<file path="src/rtl/rice_csr_pkg.sv">
// Shared definitions for the RICE CSR counter block: privilege levels,
// counter bit positions inside mcounteren/mcountinhibit, and counter width.
package rice_csr_pkg;

  typedef enum logic [1:0] {
    PRIV_U = 2'b00,
    PRIV_S = 2'b01,
    PRIV_M = 2'b11
  } priv_e;

  // Bit positions of the implemented counters in mcounteren/mcountinhibit.
  localparam int CY_BIT = 0;
  localparam int IR_BIT = 2;

  // Width of each hardware counter.
  localparam int CNT_W = 64;

  // Only CY and IR are implemented; every other bit reads back as zero.
  localparam logic [31:0] IMPL_MASK = (32'h1 << CY_BIT) | (32'h1 << IR_BIT);

endpackage

</file>
<file path="src/rtl/rice_csr_counter_unit.sv">
// One 64-bit CSR counter with independent low/high half writes.
// Writes win over the increment; simultaneous half writes load both halves.
module rice_csr_counter_unit
  import rice_csr_pkg::*;
#(
  parameter logic [CNT_W-1:0] RESET_VALUE = '0
) (
  input  logic             clk,
  input  logic             rst,
  input  logic             inc,
  input  logic [31:0]      wdata,
  input  logic             we_lo,
  input  logic             we_hi,
  output logic [CNT_W-1:0] value
);

  logic [CNT_W-1:0] written;

  // Merge write data into whichever halves are strobed, keep the other half.
  always_comb begin
    written = value;
    if (we_lo) written[31:0]       = wdata;
    if (we_hi) written[CNT_W-1:32] = wdata;
  end

  // Counter state: reset, then write, then full-width increment (carry in one cycle).
  always_ff @(posedge clk) begin
    if (rst) begin
      value <= RESET_VALUE;
    end else if (we_lo || we_hi) begin
      value <= written;
    end else if (inc) begin
      value <= value + 1'b1;
    end
  end

endmodule

</file>
<file path="src/rtl/rice_csr_counter.sv">
// Top of the RICE CSR counter block: cycle and instret counters, the
// mcounteren/mcountinhibit registers and the U-level read permissions.
// Both halves of a counter come from one register, so they are always coherent.
module rice_csr_counter
  import rice_csr_pkg::*;
#(
  parameter logic [63:0] CYCLE_RESET_VALUE   = 64'h0,
  parameter logic [63:0] INSTRET_RESET_VALUE = 64'h0
) (
  input  logic        i_clk,
  input  logic        i_rst,
  input  logic        i_retire,
  input  logic [1:0]  i_priv,
  input  logic [31:0] i_wdata,
  input  logic        i_mcycle_we,
  input  logic        i_mcycleh_we,
  input  logic        i_minstret_we,
  input  logic        i_minstreth_we,
  input  logic        i_mcounteren_we,
  input  logic        i_mcountinhibit_we,
  output logic [31:0] o_cycle,
  output logic [31:0] o_cycleh,
  output logic [31:0] o_instret,
  output logic [31:0] o_instreth,
  output logic        o_cycle_read_enable,
  output logic        o_instret_read_enable,
  output logic [31:0] o_mcounteren,
  output logic [31:0] o_mcountinhibit
);

  logic [31:0]      mcounteren;
  logic [31:0]      mcountinhibit;
  logic [CNT_W-1:0] cycle_value;
  logic [CNT_W-1:0] instret_value;
  logic             cycle_inc;
  logic             instret_inc;
  logic             is_machine;

  // Enable/inhibit registers; unimplemented bits are masked off on write.
  always_ff @(posedge i_clk) begin
    if (i_rst) begin
      mcounteren    <= '0;
      mcountinhibit <= '0;
    end else begin
      if (i_mcounteren_we)    mcounteren    <= i_wdata & IMPL_MASK;
      if (i_mcountinhibit_we) mcountinhibit <= i_wdata & IMPL_MASK;
    end
  end

  // Increment requests use the registered inhibit, i.e. the value before any write this cycle.
  always_comb begin
    cycle_inc   = ~mcountinhibit[CY_BIT];
    instret_inc = i_retire & ~mcountinhibit[IR_BIT];
  end

  rice_csr_counter_unit #(
    .RESET_VALUE (CYCLE_RESET_VALUE)
  ) u_cycle (
    .clk   (i_clk),
    .rst   (i_rst),
    .inc   (cycle_inc),
    .wdata (i_wdata),
    .we_lo (i_mcycle_we),
    .we_hi (i_mcycleh_we),
    .value (cycle_value)
  );

  rice_csr_counter_unit #(
    .RESET_VALUE (INSTRET_RESET_VALUE)
  ) u_instret (
    .clk   (i_clk),
    .rst   (i_rst),
    .inc   (instret_inc),
    .wdata (i_wdata),
    .we_lo (i_minstret_we),
    .we_hi (i_minstreth_we),
    .value (instret_value)
  );

  // Read permission is combinational from current privilege and registered enables.
  always_comb begin
    is_machine            = (i_priv == PRIV_M);
    o_cycle_read_enable   = is_machine | mcounteren[CY_BIT];
    o_instret_read_enable = is_machine | mcounteren[IR_BIT];
  end

  // Output mapping of counter halves and read-back registers.
  always_comb begin
    o_cycle         = cycle_value[31:0];
    o_cycleh        = cycle_value[CNT_W-1:32];
    o_instret       = instret_value[31:0];
    o_instreth      = instret_value[CNT_W-1:32];
    o_mcounteren    = mcounteren;
    o_mcountinhibit = mcountinhibit;
  end

endmodule

</file>
<file path="config.mk">
export PLATFORM = sky130hd
export DESIGN_NAME = rice_csr_counter
export DESIGN_NICKNAME = d
export VERILOG_FILES = /design/src/rtl/rice_csr_pkg.sv /design/src/rtl/rice_csr_counter_unit.sv /design/src/rtl/rice_csr_counter.sv
export SDC_FILE = /design/constraint.sdc
export NUM_CORES = 1
export LEC_CHECK = 0
export CAP_MARGIN = 15
export CORE_UTILIZATION = 53
export CTS_BUF_LIST = sky130_fd_sc_hd__clkbuf_16
export CTS_CLUSTER_SIZE = 25
export DETAILED_ROUTE_END_ITERATION = 8
export PLACE_DENSITY = 0.93
export SKIP_CTS_REPAIR_TIMING = 1
export SLEW_MARGIN = 5
export SYNTH_ARGS = -nofsm -noshare
export SYNTH_HDL_FRONTEND = slang
export SYNTH_SLANG_ARGS = --single-unit
</file>
<file path="constraint.sdc">
create_clock -name i_clk -period 3.56 [get_ports i_clk]
set_input_delay 0.534 -clock i_clk [delete_from_list [all_inputs] [get_ports i_clk]]
set_output_delay 0.534 -clock i_clk [all_outputs]
set_load 0.01 [all_outputs]
</file>
==> results.toml <==
[finish]
regArea_um2 = 2640
final_util_pct = 69.9
multiInputGateArea_um2 = 5530
final_nets = 1391
num_antenna_cells = 0
nFillCells = 1305
drive_above_1_share_pct = 6.77
area_growth_pct = 28.1

[clock_network]
ctsRootBufferMaster = "clkbuf_16"
htreeDepth = 4
cts_num_sinks = 132
clock_latency_ns = 0.44
clk_pin_slew_ns = 0.06
cts_buffer_depth = 2
cts_buffers = 17
cts_tree = "built"

[global_route]
antenna_found_initial = 1
first_global_vias = 9409
grt_pass1_wl_um = 51900
grt_use_total_pct = 40.0
grt_remaining_overflow = 0
grt_max_degree = 46

[synthesis]
ys_types = 72
synth_top_area_share_pct = 30.2
synth_compound_area_share_pct = 20.0
ys_seq_area_share_pct = 30.2
synth.most_common_cell = "nand2_1"
yosys_most_used_dff = "dfxtp_1"
synth_area_leader_cell = "dfxtp_1"
muxShareOfSynthArea_pct = 2.79
synth_seq_cells = 132
synth_common_cells = "nand2_1 (139), dfxtp_1 (132), nor2_1 (131)"
netlist_area_um2 = 8740
ys_top_cells_by_area = "dfxtp_1 (30%), nand2_1 (6.0%), nor2_1 (5.6%), buf_4 (5.2%), a21oi_1 (4.5%)"
yosys.area_share.simple_pct = 32.7
synth_fa_ha_area_share_pct = 0.286
synth_top_family_by_area = "simple AND/OR/NAND/NOR gates"
syn_avg_cell_area_um2 = 7.35
async_flop_share_pct = 0
syn_inst = 1188
synth_xor_xnor_area_share_pct = 4.91
synth_edf_count = 0
yosysWarnings = 0

[sta]
slew_viol_final = 0
max_freq_ghz = 0.350
setup_ws_ns = 0.704
slew-limit-headroom_pct = 41.9
final-hold-violation-count = 0
setup_tns_ns = 0
min_period_ns = 2.86
finalClockSkew_ns = 0.00869
rsz0062_at_grt = "no"
tightestPinTransition_ns = 0.865
setup_violations = 0
finalCritPeriodShare_pct = 80.2

[die]
ios = 237
coreArea_um2 = 16000
dieHeight_um = 130
dieArea_um2 = 17000
start_util_pct = 54.6
die-width_um = 130
rows = 46

[worst_setup_path]
required_ns = 3.86
end_kind = "flop"
cp_slowest_stage_delay_ns = 0.67
worstPathCellList = "ha_1 -> nand3_1 -> or4_1 -> nor4_1 -> nand3_1 -> o211ai_1 -> o311ai_0"
reg2reg_depth = 7
startpoint_type = "flop"
cp_max_fo = 6
cp.arrival_ns = 3.15
path_class = "reg2reg"
cp_common_cell = "nand3_1"
worst_path_max_delay_cell = "or4_1"

[worst_hold_path]
hold_depth = 2
hold_path.class = "reg2reg"

[route]
num_vias = 10600
drt-vias-per-instance = 6.74
first_iter_violations = 1611
totalWireLength_um = 34600
drc = 0
first_pass_iters = 7
postRouteAntennaNets = 0
routedWlPerCell_um = 22.0

[place]
pre_cts_slack_ns = 0.710
hpwl_um = 23700
portBuffers = 176
place.gp.congestion = 1.01

[job]
maxCapViolCount = 0

[power_and_ir_drop]
power_density_nw_per_um2 = 415
leakagePower_nw = 3.94
peakVddDrop_mv = 0.403

[status]
outcome = "complete, no violations"
final timing paths:
path / start / endpoint / slack (ns)
worst max-delay path: u_instret.value[0]$_SDFFE_PP0P_ / u_instret.value[52]$_SDFFE_PP0P_ / 0.70
worst min-delay path: o_mcounteren[0]$_SDFFE_PP0P_ / o_mcounteren[0]$_SDFFE_PP0P_ / 0.54
worst max register to register: u_instret.value[0]$_SDFFE_PP0P_ / u_instret.value[52]$_SDFFE_PP0P_ / 0.70
worst min register to register: o_mcounteren[0]$_SDFFE_PP0P_ / o_mcounteren[0]$_SDFFE_PP0P_ / 0.54
layer usage:
metal	global-route usage, %	routed length [um]
met1	50.1	12400
met2	60.0	14800
met3	13.2	5220
met4	23.9	2180
met5	0	13
placed cells by master, fill, tap and decap left out, types with 7 or more instances in the layout:
cell | synthesis | routed
clkdlybuf4s50_1 | 0 | 175
nand2_1 | 139 | 139
dfxtp_1 | 132 | 132
nor2_1 | 131 | 130
a21oi_1 | 78 | 78
nand3_1 | 70 | 70
conb_1 | 1 | 60
o21ai_0 | 50 | 49
nand4_1 | 48 | 48
and3_1 | 35 | 35
buf_4 | 60 | 32
a211oi_1 | 31 | 31
xnor2_1 | 31 | 31
nor4_1 | 26 | 26
nor3_1 | 25 | 25
mux2i_1 | 21 | 21
inv_1 | 19 | 19
o22ai_1 | 18 | 18
xor2_1 | 18 | 18
clkbuf_16 | 0 | 17
and4_1 | 16 | 16
or3_1 | 16 | 16
o211ai_1 | 14 | 14
a31oi_1 | 13 | 13
and2_1 | 12 | 12
or4_1 | 12 | 12
o311ai_0 | 12 | 12
or2_2 | 9 | 9
o31ai_1 | 9 | 9
o21a_1 | 7 | 7
report_power, final:
| part | internal, mW | switching, mW |
|---|---|---|
| clock network | 1.32 | 0.746 |
| registers | 1.58 | 0.177 |
| logic | 0.369 | 0.451 |
| total | 3.27 | 1.37 |
kinds of logic (layout without fill, tap and decap cells):
kind of cell / after synthesis / count (layout)
buf+inv: 147 / 259
mux: 24 / 24
flops: 132 / 132
other cells: 1 / 60
xor+xnor: 49 / 49
simple gates: 561 / 561
compound gates: 272 / 272
fa+ha+maj: 2 / 2
cell type report:
class                      instances  share of cell area (%)
timing repair buffer             207                    17.8
multi-input combinational        968                    49.4
tap                              216                    2.42
clock buffer                      17                    3.80
inverter                          20                   0.671
clock inverter                    15                    2.25
sequential                       132                    23.6
flip-flops by register name (all words and copies together), names as in the netlist:
register and flops:
o_mcountinhibit 2, u_instret.value 64, o_mcounteren 2, u_cycle.value 64
stage by stage:
step                      cells  power (mW)  hold WS (ns)  cell area (um^2)
final                      1575        4.64         0.541             11200
after global routing       1575        4.76         0.568             11200
after CTS                  1575        4.60         0.538             11200
after detailed placement   1543        2.57         0.523             10500
after global placement     1543        2.55         0.509             10500
after floorplan            1247        2.17         0.525              8960
critical path: cells and delay by family (launching register included):
kind            cells  cell delay, ns
simple gates        4            1.70
compound gates      2            0.36
flops               1            0.42
fa+ha+maj           1            0.23
Note: power is estimated with default switching activity, not from simulation.
